--- config.mk ---
export PLATFORM = sky130hd
export DESIGN_NAME = mac_accumulator_8bit_flat
export DESIGN_NICKNAME = d
export VERILOG_FILES = /design/src/rtl/mac_accumulator_8bit_if.sv /design/src/rtl/mac_accumulator_8bit.sv /design/src/flat_wrapper.sv
export SDC_FILE = /design/constraint.sdc
export NUM_CORES = 1
export LEC_CHECK = 0
export ABC_AREA = 1
export BUFFER_PORTS_ARGS = -buffer_cell sky130_fd_sc_hd__buf_2
export CAP_MARGIN = 10
export CORE_MARGIN = 1.5
export CORE_UTILIZATION = 35
export DETAILED_ROUTE_END_ITERATION = 8
export PLACE_DENSITY = 0.58
export SKIP_LAST_GASP = 1
export SYNTH_ARGS = -nofsm -noshare
export SYNTH_HDL_FRONTEND = slang
export SYNTH_SLANG_ARGS = --single-unit
export TNS_END_PERCENT = 1
--- constraint.sdc ---
create_clock -name clk -period 2 [get_ports clk]
set_clock_uncertainty 0.2 [all_clocks]
set_input_delay 0.1 -clock clk [delete_from_list [all_inputs] [get_ports clk]]
set_output_delay 0.1 -clock clk [all_outputs]
set_load 0.02 [all_outputs]
--- src/rtl/mac_accumulator_8bit_if.sv ---
// Handshake and data bundle for the 8-bit MAC accumulator.
//   start/len       : run request and product count (upstream -> block)
//   P/in_valid      : product stream from the 8x8 multiplier (upstream -> block)
//   in_ready        : block accepts P this cycle (block -> upstream)
//   ACC/overflow    : accumulated result and sticky saturation flag (block -> downstream)
//   out_valid       : ACC/overflow hold a final result (block -> downstream)
//   out_ready       : downstream consumes the result (downstream -> block)
//   busy            : block is not idle
interface mac_accumulator_8bit_if #(
  parameter int unsigned ACC_W = 18,
  parameter int unsigned LEN_W = 4
) ();
  logic             start;
  logic [LEN_W-1:0] len;
  logic [15:0]      P;
  logic             in_valid;
  logic             in_ready;
  logic [ACC_W-1:0] ACC;
  logic             overflow;
  logic             out_valid;
  logic             out_ready;
  logic             busy;

  // Requester side: issues runs, supplies products, consumes results.
  modport master (
    output start, len, P, in_valid, out_ready,
    input  in_ready, ACC, overflow, out_valid, busy
  );

  // Accumulator side.
  modport slave (
    input  start, len, P, in_valid, out_ready,
    output in_ready, ACC, overflow, out_valid, busy
  );
endinterface

--- src/rtl/mac_accumulator_8bit.sv ---
// Saturating accumulator for a run of unsigned 16-bit products.
// A start in IDLE clears the result and loads the product count; each accepted
// product is added with saturation at 2^ACC_W-1; after the last product the
// result is presented until out_ready.
// Ports:
//   clk  : clock, all state on rising edge
//   rst  : synchronous active-high reset
//   bus  : slave side of mac_accumulator_8bit_if (start/len, P stream, result)
module mac_accumulator_8bit #(
  parameter int unsigned ACC_W = 18,
  parameter int unsigned LEN_W = 4
) (
  input logic                  clk,
  input logic                  rst,
  mac_accumulator_8bit_if.slave bus
);

  localparam int unsigned PadW = ACC_W + 1 - 16;

  typedef enum logic [1:0] {
    StIdle  = 2'd0,
    StAccum = 2'd1,
    StDone  = 2'd2
  } state_e;

  state_e           state_q, state_d;
  logic [ACC_W-1:0] acc_q, acc_d;
  logic             ovf_q, ovf_d;
  logic [LEN_W-1:0] rem_q, rem_d;

  // One extra bit so the carry flags saturation instead of wrapping.
  logic [ACC_W:0]   sum;

  always_comb begin
    sum     = {1'b0, acc_q} + {{PadW{1'b0}}, bus.P};
    state_d = state_q;
    acc_d   = acc_q;
    ovf_d   = ovf_q;
    rem_d   = rem_q;
    unique case (state_q)
      StIdle: begin
        if (bus.start) begin
          acc_d = '0;
          ovf_d = 1'b0;
          if (bus.len != '0) begin
            rem_d   = bus.len;
            state_d = StAccum;
          end else begin
            state_d = StDone;
          end
        end
      end
      StAccum: begin
        if (bus.in_valid) begin
          if (sum[ACC_W]) begin
            acc_d = '1;
            ovf_d = 1'b1;
          end else begin
            acc_d = sum[ACC_W-1:0];
          end
          rem_d = rem_q - LEN_W'(1);
          if (rem_q == LEN_W'(1)) begin
            state_d = StDone;
          end
        end
      end
      StDone: begin
        if (bus.out_ready) begin
          state_d = StIdle;
        end
      end
      default: state_d = StIdle;
    endcase
  end

  always_ff @(posedge clk) begin
    if (rst) begin
      state_q <= StIdle;
      acc_q   <= '0;
      ovf_q   <= 1'b0;
      rem_q   <= '0;
    end else begin
      state_q <= state_d;
      acc_q   <= acc_d;
      ovf_q   <= ovf_d;
      rem_q   <= rem_d;
    end
  end

  // Outputs decode from registered state only.
  assign bus.in_ready  = (state_q == StAccum);
  assign bus.out_valid = (state_q == StDone);
  assign bus.busy      = (state_q != StIdle);
  assign bus.ACC       = acc_q;
  assign bus.overflow  = ovf_q;

endmodule

--- src/flat_wrapper.sv ---
// flat-port wrapper written by rule: the top's interface ports become plain ports
module mac_accumulator_8bit_flat 
#(
  parameter int unsigned ACC_W = 18,
  parameter int unsigned LEN_W = 4
)
  (clk, rst, bus_start, bus_len, bus_P, bus_in_valid, bus_out_ready, bus_in_ready, bus_ACC, bus_overflow, bus_out_valid, bus_busy);
  mac_accumulator_8bit_if #(.ACC_W(ACC_W), .LEN_W(LEN_W)) bus_i ();
  input logic clk;
  input logic rst;
  input wire logic [$bits(bus_i.start)-1:0] bus_start;
  input wire logic [$bits(bus_i.len)-1:0] bus_len;
  input wire logic [$bits(bus_i.P)-1:0] bus_P;
  input wire logic [$bits(bus_i.in_valid)-1:0] bus_in_valid;
  input wire logic [$bits(bus_i.out_ready)-1:0] bus_out_ready;
  output wire logic [$bits(bus_i.in_ready)-1:0] bus_in_ready;
  output wire logic [$bits(bus_i.ACC)-1:0] bus_ACC;
  output wire logic [$bits(bus_i.overflow)-1:0] bus_overflow;
  output wire logic [$bits(bus_i.out_valid)-1:0] bus_out_valid;
  output wire logic [$bits(bus_i.busy)-1:0] bus_busy;
  assign bus_i.start = bus_start;
  assign bus_i.len = bus_len;
  assign bus_i.P = bus_P;
  assign bus_i.in_valid = bus_in_valid;
  assign bus_i.out_ready = bus_out_ready;
  assign bus_in_ready = bus_i.in_ready;
  assign bus_ACC = bus_i.ACC;
  assign bus_overflow = bus_i.overflow;
  assign bus_out_valid = bus_i.out_valid;
  assign bus_busy = bus_i.busy;
  mac_accumulator_8bit #(.ACC_W(ACC_W), .LEN_W(LEN_W)) u_core (.clk(clk), .rst(rst), .bus(bus_i));
endmodule
==> results.json, run 1 <==
{
  "cp-start-kind": "register",
  "period_share_pct": 100,
  "violations": "setup timing",
  "ys.flop_type": "dfxtp_1",
  "h-tree-depth": 1,
  "grtUsageTotal_pct": 19.7,
  "die_area_um2": 6700,
  "clock.fmax_ghz": 0.500,
  "stdcell_count": 524,
  "via_per_inst": 4.89,
  "first_pass_iters": 7,
  "cp.required_ns": 1.96,
  "dp_hpwl_mm": 4.52,
  "crit_type": "reg -> reg",
  "grt_pass1_wl_mm": 10.2,
  "worstMarginPinSlew_ns": 0.477,
  "avgRoutedWirePerCell_um": 12.3,
  "gp_congestion": 0.865,
  "status": "complete, but fails checks",
  "clock-sinks": 25,
  "syn_area_um2": 2180,
  "cp_max_fo": 4,
  "drtAntennaViolNets": 0,
  "nets": 494,
  "worst_hold_path.num_cells": 4,
  "yosysTopAreaCellShare_pct": 23.0,
  "wl_mm": 6.47,
  "yosysWarnings": 0,
  "cts_tree": "yes",
  "setup_ws_ns": -0.000795,
  "die_w_um": 81.8,
  "finalSetupViolations": 1,
  "seq_area_frac_synth_pct": 23.0,
  "start_util_pct": 36.5,
  "numPortBuffers": 46,
  "cts.path.max_buffers": 2,
  "fin_crit_ns": 2.00,
  "numCtsBuffers": 3,
  "power_density_nw_per_um2": 617,
  "clkLatencyLatePin_ns": 0.28,
  "ys_top_cells_by_area": "dfxtp_1 (23%), nand2_1 (21%), ha_1 (10%)",
  "clk_pin_slew_ns": 0.10,
  "dp_cells": 506,
  "antennaDiodeCount": 0,
  "ir_worst_vdd_v": 0.000412,
  "rr_worst_depth": 9,
  "yosysMostFrequentCell": "nand2_1",
  "core-area_um2": 5960,
  "synthToLayoutAreaGrowth_pct": 49.7,
  "synth_edf_count": 0,
  "drt_iter0_drc": 95,
  "grt-ovfl-total": 0,
  "drc": 0,
  "die_h_um": 81.8,
  "hold_violations": 0,
  "grt_max_degree": 24,
  "relSlewSlack_pct": 68.2,
  "root_buffer": "clkbuf_8",
  "dr_total_vias": 2561,
  "drive_above_1_share_pct": 37.0,
  "hold_class": "in -> reg",
  "cp-end-kind": "register",
  "syn-mean-instance-area_um2": 6.08,
  "core.rowCount": 28,
  "grt_pass1_vias": 2248,
  "synthArstFlopShare_pct": 0,
  "yosys.area.top_type": "dfxtp_1",
  "antenna_found_initial": 0,
  "leakage_nw": 1.67,
  "arrival_ns": 1.96,
  "rsz0062_at_grt": "yes",
  "synth_nets": 402,
  "synthTopCellsByCount": "nand2_1 (121), inv_1 (53), a21oi_1 (30)",
  "pre_cts_slack_ns": -0.0822,
  "drv_slew": 0,
  "io_pins": 47,
  "synthCells": 358,
  "cap_violations": 0,
  "ys_ff_latch": 25,
  "ys_types": 32
}
## through the flow
step	util [%]	TNS [ns]	hold WS (ns)	cell area, µm²	power [mW]
floorplan	-	0	-0.0239	2190	1.23
global placement	45.7	-0.102	0.192	2720	1.52
detailed placement	45.7	-0.399	0.204	2720	1.52
CTS	49.9	-0.0179	0.0246	2970	1.91
global route	54.7	-0.916	0.0606	3260	2.17
finish	54.7	-0.000795	0.0419	3260	2.01
## final cells by class
cell class / count / area [µm²]
flip-flops and latches: 25 / 518
fillers: 596 / 2700
multi-input cells: 277 / 1810
well taps: 75 / 93.8
repair buffers: 89 / 583
clock buffers: 3 / 41.3
clock inverters: 1 / 5.00
inverters: 54 / 203
## critical path: stages (launching register included)
cell,delay [ns]
dfxtp_2,0.35
ha_4,0.16
fa_2,0.37
buf_6,0.13
nor3b_4,0.15
buf_6,0.12
nor2_4,0.17
o21ai_1,0.09
nand2_1,0.08
a21oi_2,0.06
## cell families (layout without fill, tap and decap cells)
logic type               Yosys count  count (layout)  synth area share (%)
AND/OR/NAND/NOR                  190             192                  37.7
AO/OA/AOI/OAI                     59              59                  15.0
buffers and inverters             58             147                  10.2
flip-flops                        25              25                  23.0
adder cells (fa/ha/maj)           19              19                  11.3
XOR/XNOR                           7               7                  2.82
## routing by layer
| metal | global-route usage (%) | share of wire [%] | vias to the layer above |
|---|---|---|---|
| li1 | - | - | 1325 |
| met1 | 27.1 | 48 | 1166 |
| met2 | 33.0 | 47 | 65 |
| met3 | 3.11 | 4.7 | 5 |
| met4 | 2.54 | 0.66 | 0 |
| met5 | 0 | 0 | - |
## power breakdown
group	leakage [nW]	internal (mW)	switching, mW
Sequential	0.210	0.568	0.0652
Combinational	1.43	0.439	0.609
Clock	0.0255	0.140	0.189
## registers in the layout, indices dropped and copies added, names as in the netlist
name / flops
u_core.state_q: 2
u_core.bus.ACC: 18
u_core.rem_q: 4
u_core.bus.overflow: 1
## final timing paths
check                                       start                 to  slack [ns]
worst min-delay path                     bus_P[0]  u_core.bus.ACC[0]        0.04
worst max register to register  u_core.bus.ACC[0]  u_core.bus.ACC[2]     -0.0008
worst min register to register  u_core.bus.ACC[7]  u_core.bus.ACC[7]        0.30
worst max-delay path            u_core.bus.ACC[0]  u_core.bus.ACC[2]     -0.0008
## timing repair
item	in CTS	in global routing
resized for setup	21	55
hold buffers	6	0
setup endpoints to repair	19	19
setup buffers	0	6
gates cloned	2	0
pin swaps	7	19
hold endpoints to repair	6	0
## layout by cell type, fill, tap and decap left out, drive strengths merged
master / Yosys / final
clkinv: 0 / 1
o21ai: 19 / 19
nand3: 26 / 26
xnor2: 1 / 1
nand2: 123 / 123
xor2: 6 / 6
dlygate4sd3: 0 / 6
clkbuf: 2 / 3
o31ai: 2 / 2
fa: 1 / 1
nand4: 1 / 1
a21oi: 32 / 32
dfxtp: 25 / 25
inv: 54 / 54
ha: 18 / 18
nand3b: 1 / 2
nor2: 31 / 32
a31oi: 3 / 3
o211ai: 1 / 1
a211oi: 2 / 2
nor3: 4 / 4
nor3b: 2 / 2
buf: 2 / 83
or2: 2 / 2
Power figures use the tool's default switching activity.
==> run 2, diff against run 1 <==
CELL_PAD_IN_SITES_DETAIL_PLACEMENT = 0   (was unset)
CELL_PAD_IN_SITES_GLOBAL_PLACEMENT = 1   (was unset)
CORE_UTILIZATION = 34   (was 35)
PLACE_DENSITY = 0.78   (was 0.58)
==> run 2 against run 1 <==
Compared with the run above: first-iteration DRC count is 19% higher; worst hold slack worse by 0.019 ns; sequential power hardly changed; the flow now finishes without violations; power is 1.7% higher; clock power hardly changed; final cell count is 0.57% higher; global-route usage is 0.20 points higher; non-clock buffer count is 3 higher; wire length is 7.5% higher; utilization is 0.52 points higher.
==> results.json, run 2 (same netlist as run 1, synthesis figures left out) <==
{
  "avgRoutedWirePerCell_um": 13.2,
  "p_int_mw": 1.16,
  "cp-end-kind": "register",
  "power_density_nw_per_um2": 611,
  "die_h_um": 83.0,
  "ir_worst_vdd_v": 0.000427,
  "final_cell_mix": "nand2_1 (94), inv_1 (50), buf_2 (46), buf_4 (36), nand2_2 (25)",
  "rsz0062_at_grt": "yes",
  "dp_hpwl_mm": 4.72,
  "setup_ws_ns": 0.00544,
  "synthToLayoutAreaGrowth_pct": 53.8,
  "crit_type": "reg -> reg",
  "grt_pass1_wl_mm": 11.4,
  "cts_tree": "yes",
  "drt_iter0_drc": 113,
  "grtUsageTotal_pct": 19.9,
  "finalSetupViolations": 0,
  "die_area_um2": 6890,
  "largest_reg_flops": 18,
  "hold_ws_ns": 0.0230,
  "cp-start-kind": "register",
  "cts.path.max_buffers": 2,
  "drive_above_1_share_pct": 42.3,
  "numCtsBuffers": 3,
  "seqPwrFrac_pct": 31.0,
  "numPortBuffers": 46,
  "status": "complete, no violations",
  "hold_class": "in -> reg",
  "drv_slew": 0,
  "antenna_found_initial": 0,
  "clk_pin_slew_ns": 0.11,
  "critPathBufInv": 1,
  "relSlewSlack_pct": 65.1,
  "via_per_inst": 4.97,
  "antennaDiodeCount": 0,
  "slowest_delay_ns": 0.37,
  "fin_crit_ns": 1.99,
  "grt_max_degree": 24,
  "path_cells": "ha_4, nand2_2, nor2_2, nand2_2, nor3b_4, buf_6, nor2_4, o21ai_1, nand2_1, a21oi_1",
  "cp_max_fo": 5,
  "slowest_stage": "dfxtp_4",
  "first_pass_iters": 4,
  "final_common_cell": "nand2_1",
  "root_buffer": "clkbuf_8",
  "core.rowCount": 28,
  "clock.fmax_ghz": 0.501,
  "p_sw_share_pct": 43.1,
  "start_util_pct": 35.9,
  "grt_pass1_vias": 2490,
  "comb_power_share_pct": 52.7,
  "grt-ovfl-total": 0,
  "clkPwrFrac_pct": 16.3,
  "die_w_um": 83.0,
  "finalSetupTns_ns": 0,
  "critPathTopFamily": "simple AND/OR/NAND/NOR gates",
  "switchingPower_mw": 0.881,
  "h-tree-depth": 1,
  "drc": 0,
  "pre_cts_slack_ns": -0.0660,
  "cp.required_ns": 2.01,
  "period_share_pct": 99.7,
  "arrival_ns": 2.00,
  "cap_violations": 0,
  "gp_congestion": 0.822,
  "io_pins": 47,
  "hold_violations": 0,
  "drtAntennaViolNets": 0,
  "worstMarginPinSlew_ns": 0.524,
  "clkLatencyLatePin_ns": 0.29,
  "dr_total_vias": 2621,
  "worst_path_most_repeated_cell": "nand2_2",
  "wl_mm": 6.95,
  "nets": 497,
  "leakage_nw": 1.73,
  "core-area_um2": 6060,
  "clock-sinks": 25
}
run 2: cell types whose count changed in the layout (fill, tap and decap cells not counted), moves of 3 or more:
| cell | change |
|---|---|
| dfxtp_1 | -3 |
| nand3_2 | +6 |
| nand2_1 | -10 |
| nand2_2 | +8 |
| nand3_1 | -6 |
| buf_4 | +3 |
run 2: metal layers:
metal	vias to the layer above	part of all wire, %	global-route usage, %
li1	1344	-	-
met1	1198	47	26.7
met2	68	46	33.6
met3	11	4.7	2.39
met4	0	1.5	5.00
met5	-	0	0
run 2: worst register-to-register path, stage by stage (launching register included):
cell and delay, ns:
dfxtp_4 0.37, ha_4 0.28, nand2_2 0.07, nor2_2 0.16, nand2_2 0.10, nor3b_4 0.24, buf_6 0.16, nor2_4 0.05
o21ai_1 0.07, nand2_1 0.07, a21oi_1 0.14
run 2: layout make-up:
cell class / instances / area (µm²)
Clock buffer: 3 / 41.3
Clock inverter: 1 / 5.00
Tap cell: 75 / 93.8
Sequential cell: 25 / 524
Multi-Input combinational cell: 277 / 1870
Inverter: 54 / 203
Fill cell: 609 / 2710
Timing Repair Buffer: 92 / 606
run 2: path summary, 6_finish.rpt:
path                                            to                from  cells after the start  slack [ns]
worst max-delay path             u_core.bus.ACC[2]  u_core.bus.ACC[10]                     10       0.005
worst min-delay path             u_core.state_q[0]        bus_in_valid                      6        0.02
worst max register to register   u_core.bus.ACC[2]  u_core.bus.ACC[10]                     10       0.005
worst min register to register  u_core.bus.ACC[15]  u_core.bus.ACC[15]                      2        0.30
run 2: power by group through the flow:
| stage | Sequential (mW) | Clock (mW) | Combinational, mW |
|---|---|---|---|
| after floorplan | 0.660 | 0 | 0.573 |
| after global placement | 0.625 | 0 | 0.909 |
| after detailed placement | 0.627 | 0 | 0.913 |
| after CTS | 0.626 | 0.341 | 0.984 |
| after global routing | 0.645 | 0.370 | 1.21 |
| final | 0.634 | 0.333 | 1.08 |
run 2: timing repair:
action | CTS | global route
setup endpoints to repair | 19 | 19
cloned | 2 | 0
resized for setup | 26 | 72
pin swaps | 7 | 26
hold buffers | 6 | 0
setup buffers | 3 | 2
hold endpoints to repair | 6 | 0
run 2: metrics by stage:
| step | cell area, µm² | cells | utilization (%) | total power, mW |
|---|---|---|---|---|
| floorplan | 2190 | 358 | - | 1.23 |
| global placement | 2750 | 510 | 45.4 | 1.53 |
| detailed placement | 2750 | 510 | 45.4 | 1.54 |
| CTS | 3080 | 525 | 50.9 | 1.95 |
| global route | 3350 | 527 | 55.2 | 2.22 |
| finish | 3350 | 527 | 55.2 | 2.04 |
